File: config.mk
export PLATFORM = sky130hd
export DESIGN_NAME = comp_mult_stream
export DESIGN_NICKNAME = d
export VERILOG_FILES = /design/src/rtl/comp_mult_stream.sv
export SDC_FILE = /design/constraint.sdc
export NUM_CORES = 2
export LEC_CHECK = 0
export BUFFER_PORTS_ARGS = -buffer_cell sky130_fd_sc_hd__buf_2
export CAP_MARGIN = 20
export CORE_ASPECT_RATIO = 0.7
export CORE_MARGIN = 4
export CORE_UTILIZATION = 61
export CTS_BUF_LIST = sky130_fd_sc_hd__clkbuf_4 sky130_fd_sc_hd__clkbuf_8
export DETAILED_ROUTE_END_ITERATION = 8
export GPL_TIMING_DRIVEN = 0
export PLACE_DENSITY = 0.92
export SETUP_SLACK_MARGIN = 0.1
export SYNTH_ARGS = -nofsm -noshare
export SYNTH_HDL_FRONTEND = slang
export SYNTH_SLANG_ARGS = --single-unit
File: constraint.sdc
create_clock -name i_clk -period 12.18 [get_ports i_clk]
set_input_delay 2.436 -clock i_clk [delete_from_list [all_inputs] [get_ports i_clk]]
set_output_delay 2.436 -clock i_clk [all_outputs]
set_load 0.05 [all_outputs]
File: src/rtl/comp_mult_stream.sv
// comp_mult_stream: streaming complex multiplier z = x*y or x*conj(y) with valid/ready backpressure
// Four stages (operands, products, sums, round/shift/saturate); data registers on S1-S3 carry no reset.
module comp_mult_stream #(
  parameter int INPUT_WIDTH_I  = 18,
  parameter int INPUT_WIDTH_II = 18,
  parameter int OUTPUT_WIDTH   = 18,
  parameter int WRAP_SATURATE  = 1,
  parameter int SHIFT_WIDTH    = 6
) (
  input  logic                             i_clk,
  input  logic                             i_rst_p,
  input  logic signed [INPUT_WIDTH_I-1:0]  i_a,
  input  logic signed [INPUT_WIDTH_I-1:0]  i_b,
  input  logic signed [INPUT_WIDTH_II-1:0] i_c,
  input  logic signed [INPUT_WIDTH_II-1:0] i_d,
  input  logic                             i_conj,
  input  logic [SHIFT_WIDTH-1:0]           i_shift,
  input  logic                             i_valid,
  output logic                             o_ready,
  output logic signed [OUTPUT_WIDTH-1:0]   o_r,
  output logic signed [OUTPUT_WIDTH-1:0]   o_im,
  output logic                             o_ovf,
  output logic                             o_valid,
  input  logic                             i_ready,
  output logic                             o_ovf_sticky,
  input  logic                             i_clr_ovf
);
  localparam int IA   = INPUT_WIDTH_I;
  localparam int IC   = INPUT_WIDTH_II;
  localparam int OW   = OUTPUT_WIDTH;
  localparam int W    = IA + IC + 3;
  localparam int SMAX = IA + IC + 1;
  localparam logic signed [W:0] MAXV = {{(W - OW + 2){1'b0}}, {(OW - 1){1'b1}}};
  localparam logic signed [W:0] MINV = {{(W - OW + 2){1'b1}}, {(OW - 1){1'b0}}};
  logic r_v1, r_v2, r_v3, r_v4;
  logic w_en1, w_en2, w_en3, w_en4;
  logic signed [IA-1:0] r_a1, r_b1;
  logic signed [IC-1:0] r_c1;
  logic signed [IC:0]   r_d1, w_dn;
  logic signed [IA:0]   r_ab1, w_ab;
  logic signed [IC+1:0] r_cd1, w_cd;
  logic [SHIFT_WIDTH-1:0] r_sh1, r_sh2, r_sh3;
  logic signed [W-1:0] r_ac2, r_bd2, r_k2, r_zr3, r_zi3;
  logic [31:0] w_s;
  logic [OW:0] w_rr, w_ri;
  logic signed [OW-1:0] r_r, r_im;
  logic r_ovf, r_sticky;
  // Round half up, arithmetic shift, then clamp or wrap; returns {ovf, value}
  function automatic logic [OW:0] f_rnd(input logic signed [W-1:0] z, input logic [31:0] s);
    logic signed [W:0] h, v;
    logic hi, lo;
    h = (s == 0) ? '0 : (W + 1)'(1) << (s - 1);
    v = (W + 1)'(z) + h;
    v = v >>> s;
    hi = v > MAXV;
    lo = v < MINV;
    f_rnd = {hi | lo, (WRAP_SATURATE != 0 && hi) ? MAXV[OW-1:0] :
                      (WRAP_SATURATE != 0 && lo) ? MINV[OW-1:0] : v[OW-1:0]};
  endfunction
  assign w_en4   = !r_v4 | i_ready;
  assign w_en3   = !r_v3 | w_en4;
  assign w_en2   = !r_v2 | w_en3;
  assign w_en1   = !r_v1 | w_en2;
  assign o_ready = w_en1 & !i_rst_p;
  always_comb begin
    w_dn = i_conj ? -{i_d[IC-1], i_d} : {i_d[IC-1], i_d};
    w_ab = {i_a[IA-1], i_a} + {i_b[IA-1], i_b};
    w_cd = {{2{i_c[IC-1]}}, i_c} + {w_dn[IC], w_dn};
    w_s  = (32'(r_sh3) > 32'(SMAX)) ? 32'(SMAX) : 32'(r_sh3);
    w_rr = f_rnd(r_zr3, w_s);
    w_ri = f_rnd(r_zi3, w_s);
  end
  always_ff @(posedge i_clk) begin
    if (w_en1 & i_valid) begin
      r_a1  <= i_a;
      r_b1  <= i_b;
      r_c1  <= i_c;
      r_d1  <= w_dn;
      r_ab1 <= w_ab;
      r_cd1 <= w_cd;
      r_sh1 <= i_shift;
    end
    if (w_en2 & r_v1) begin
      r_ac2 <= W'(r_a1) * W'(r_c1);
      r_bd2 <= W'(r_b1) * W'(r_d1);
      r_k2  <= W'(r_ab1) * W'(r_cd1);
      r_sh2 <= r_sh1;
    end
    if (w_en3 & r_v2) begin
      r_zr3 <= r_ac2 - r_bd2;
      r_zi3 <= r_k2 - r_ac2 - r_bd2;
      r_sh3 <= r_sh2;
    end
  end
  always_ff @(posedge i_clk) begin
    if (i_rst_p) begin
      r_v1     <= 1'b0;
      r_v2     <= 1'b0;
      r_v3     <= 1'b0;
      r_v4     <= 1'b0;
      r_r      <= '0;
      r_im     <= '0;
      r_ovf    <= 1'b0;
      r_sticky <= 1'b0;
    end else begin
      if (w_en1) r_v1 <= i_valid;
      if (w_en2) r_v2 <= r_v1;
      if (w_en3) r_v3 <= r_v2;
      if (w_en4) r_v4 <= r_v3;
      if (w_en4 & r_v3) begin
        r_r   <= w_rr[OW-1:0];
        r_im  <= w_ri[OW-1:0];
        r_ovf <= w_rr[OW] | w_ri[OW];
      end
      r_sticky <= (r_v4 & i_ready & r_ovf) | (r_sticky & !i_clr_ovf);
    end
  end
  assign o_r          = r_r;
  assign o_im         = r_im;
  assign o_valid      = r_v4;
  assign o_ovf        = r_ovf & r_v4;
  assign o_ovf_sticky = r_sticky;
endmodule

==> impl_metrics.ini <==
[synthesis]
synth-simple-area-share_pct = 16.18
synthAdderAreaFrac_pct = 42.33
yosys.area.top_type_share_pct = 32.77
syn_nets = 9086
ys_seq_elements = 362
synth_compound_area_share_pct = 11.67
synth_cell_types = 110
synth_common_cells = inv_1 (1230), fa_1 (1103), nand2_1 (898)
yosysTopAreaCell = fa_1
synth_most_common_cell = inv_1
ys_top_cells_by_area = fa_1 (33%), edfxtp_1 (14%), ha_1 (9.5%), inv_1 (6.9%), nand2_1 (5.0%)
ys.flop_type = edfxtp_1
synth_top_family_by_area = adder cells
ys_warn_count = 0
synth_edf_count = 320
yosysSeqAreaShare_pct = 15.51
avgSynthCellArea_um2 = 9.123
syn_inst = 7387
syn_area_um2 = 67390
synthMuxAreaShare_pct = 1.515
synth_xor_area_share_pct = 3.912
async_flop_share_pct = 0

[critical_path]
cp_max_fo = 10
cpMostUsedCell = clkbuf_1
slowest_delay_ns = 0.80
crit_required_ns = 12.81
path_class = flop to flop
arrival_ns = 12.60
cp-start-kind = flop
cpMaxStageDelayCell = clkdlybuf4s15_1
cp-end-kind = flop

[place]
dp_hpwl_um = 198900
dp.cells = 8969
port_buffers = 122
place_congestion = 1.044

[outcome]
status = finished clean

[finish]
area_growth_pct = 6.816
finalNetCount = 9299
fillers = 8337
final_cell_count_no_fill = 9098
post-route-util_pct = 66.00
drive_above_1_share_pct = 5.687

[die]
ios = 124
die_h_um = 286.1
rows = 101
die-area_um2 = 115900
die_w_um = 405.3
start_util_pct = 61.79
core_area_um2 = 109100

[sta]
setup_viol = 0
setup-tns-final_ns = 0
whs_ns = 0.4185
fin_crit_ns = 11.97
finalHoldViolCount = 0
min_period_over_period_pct = 98.30
finClkSkew_ns = 0.06194
fmax_mhz = 83.52
relSlewSlack_pct = 17.12
rsz0062_at_grt = false
tightest_slew_ns = 1.239
slew_viol_final = 0

[detailed_routing]
firstDrtPassIters = 9
drt-initial-drc-count = 7667
vias = 58130
drtAntennaViolNets = 0
wl_um = 239400
viasPerCell = 6.389
route.detailed.wl_per_inst_um = 26.32
drc = 0

[grt]
grt_usage_pct = 41.54
grt_use_met2_pct = 57.48
grt_pass1_vias = 59140
grt.busiest_layer = met1
grt_max_degree = 38
overflow = 0
grt_util_met3_pct = 16.68
grt_first_pass_wirelength_um = 361300
antenna_found_initial = 19
grt_use_met1_pct = 59.36

[clocking]
clockBufferDepth = 3
clock-sinks = 362
tritoncts = built
path_clk_slew_ns = 0.06
clock_latency_ns = 0.77
clockRootBuffer = clkbuf_8
cts_buffers = 59
htree_levels = 2

[job]
drv_cap = 0

[min_path]
hp-class = flop to flop
==> layout by cell type (no fill, tap or decap), drive strengths merged, types with 35 or more instances in the layout <==
master | netlist | final
ha | 512 | 512
nand4 | 35 | 35
a21o | 65 | 65
nor2 | 398 | 398
fa | 1103 | 1103
buf | 38 | 189
o21ai | 217 | 217
dfxtp | 42 | 42
nand2 | 900 | 900
nand3 | 103 | 103
mux2i | 85 | 85
and2 | 409 | 409
nor3 | 117 | 117
o211ai | 55 | 55
inv | 1232 | 1233
a21oi | 305 | 305
clkbuf | 311 | 387
xnor2 | 231 | 231
nand2b | 92 | 92
or3 | 35 | 35
edfxtp | 320 | 320
o21bai | 57 | 57
a211oi | 83 | 83
xor2 | 70 | 70
a31oi | 57 | 57
==> cell families after synthesis <==
group,count (synthesis)
simple gates,2265
fa+ha+maj,1619
buf+inv,1583
compound gates,1161
flops,362
xor+xnor,301
mux,96
==> registers in the layout, summed over array words and instances (netlist names), 6 cells and up <==
| signal | flops |
|---|---|
| r_sh2 | 6 |
| r_k2 | 39 |
| r_sh1 | 6 |
| r_zi3 | 39 |
| r_bd2 | 37 |
| r_a1 | 18 |
| r_c1 | 18 |
| o_r | 18 |
| r_zr3 | 39 |
| r_b1 | 18 |
| r_cd1 | 20 |
| r_sh3 | 6 |
| o_im | 18 |
| r_ab1 | 19 |
| r_d1 | 19 |
| r_ac2 | 36 |
==> per-layer routing <==
layer  vias to the layer above  wire (um)
met5                         -        136
met3                       680      39060
met4                        18       9838
met2                      4167      95670
met1                     28850      94740
li1                      24410          -
==> timing repair <==
action	in CTS	in global routing
buffers inserted	3	7
setup endpoints to repair	36	35
pin swaps	3	5
hold buffers	0	0
resized for setup	47	57
==> worst max-delay path: cells and delay by family, from the launching register on <==
| family | cells | cell delay (ns) |
|---|---|---|
| buffers and inverters | 10 | 4.87 |
| and+or+nand+nor | 9 | 3.57 |
| DFF | 1 | 0.51 |
| AOI/OAI and AO/OA | 11 | 2.55 |
| adders and majority gates | 1 | 0.34 |
==> per-stage QoR <==
step	instance area, um^2	worst slack [ns]
6_report	71980	0.2071
5_1_grt	71970	0.07817
4_1_cts	71630	0.1410
3_5_place_dp	70120	-2.704
3_3_place_gp	69800	-3.827
2_1_floorplan	67390	2.088
==> area by class of cell <==
cell class	instances	area (um^2)	area share, %
diodes	7	17.52	0.02433
flip-flops and latches	362	10450	14.52
inverters	1234	4637	6.442
plain buffers	348	1398	1.942
repair buffers	153	997.2	1.385
clock buffers	76	958.4	1.331
well taps	1442	1804	2.506
multi-input cells	5442	51360	71.35
clock inverters	34	362.8	0.5041
==> worst paths after layout <==
kind                            slack, ns  cells past startpoint  startpoint       end
worst max register to register       0.21                     31    r_sh3[4]  o_im[13]
worst min-delay path                 0.42                      0    r_sh2[2]  r_sh3[2]
worst min register to register       0.42                      0    r_sh2[2]  r_sh3[2]
worst max-delay path                 0.21                     31    r_sh3[4]  o_im[13]
Power is not shown: default switching activity piles up to over one toggle a cycle in this logic, so the estimate is an artifact.
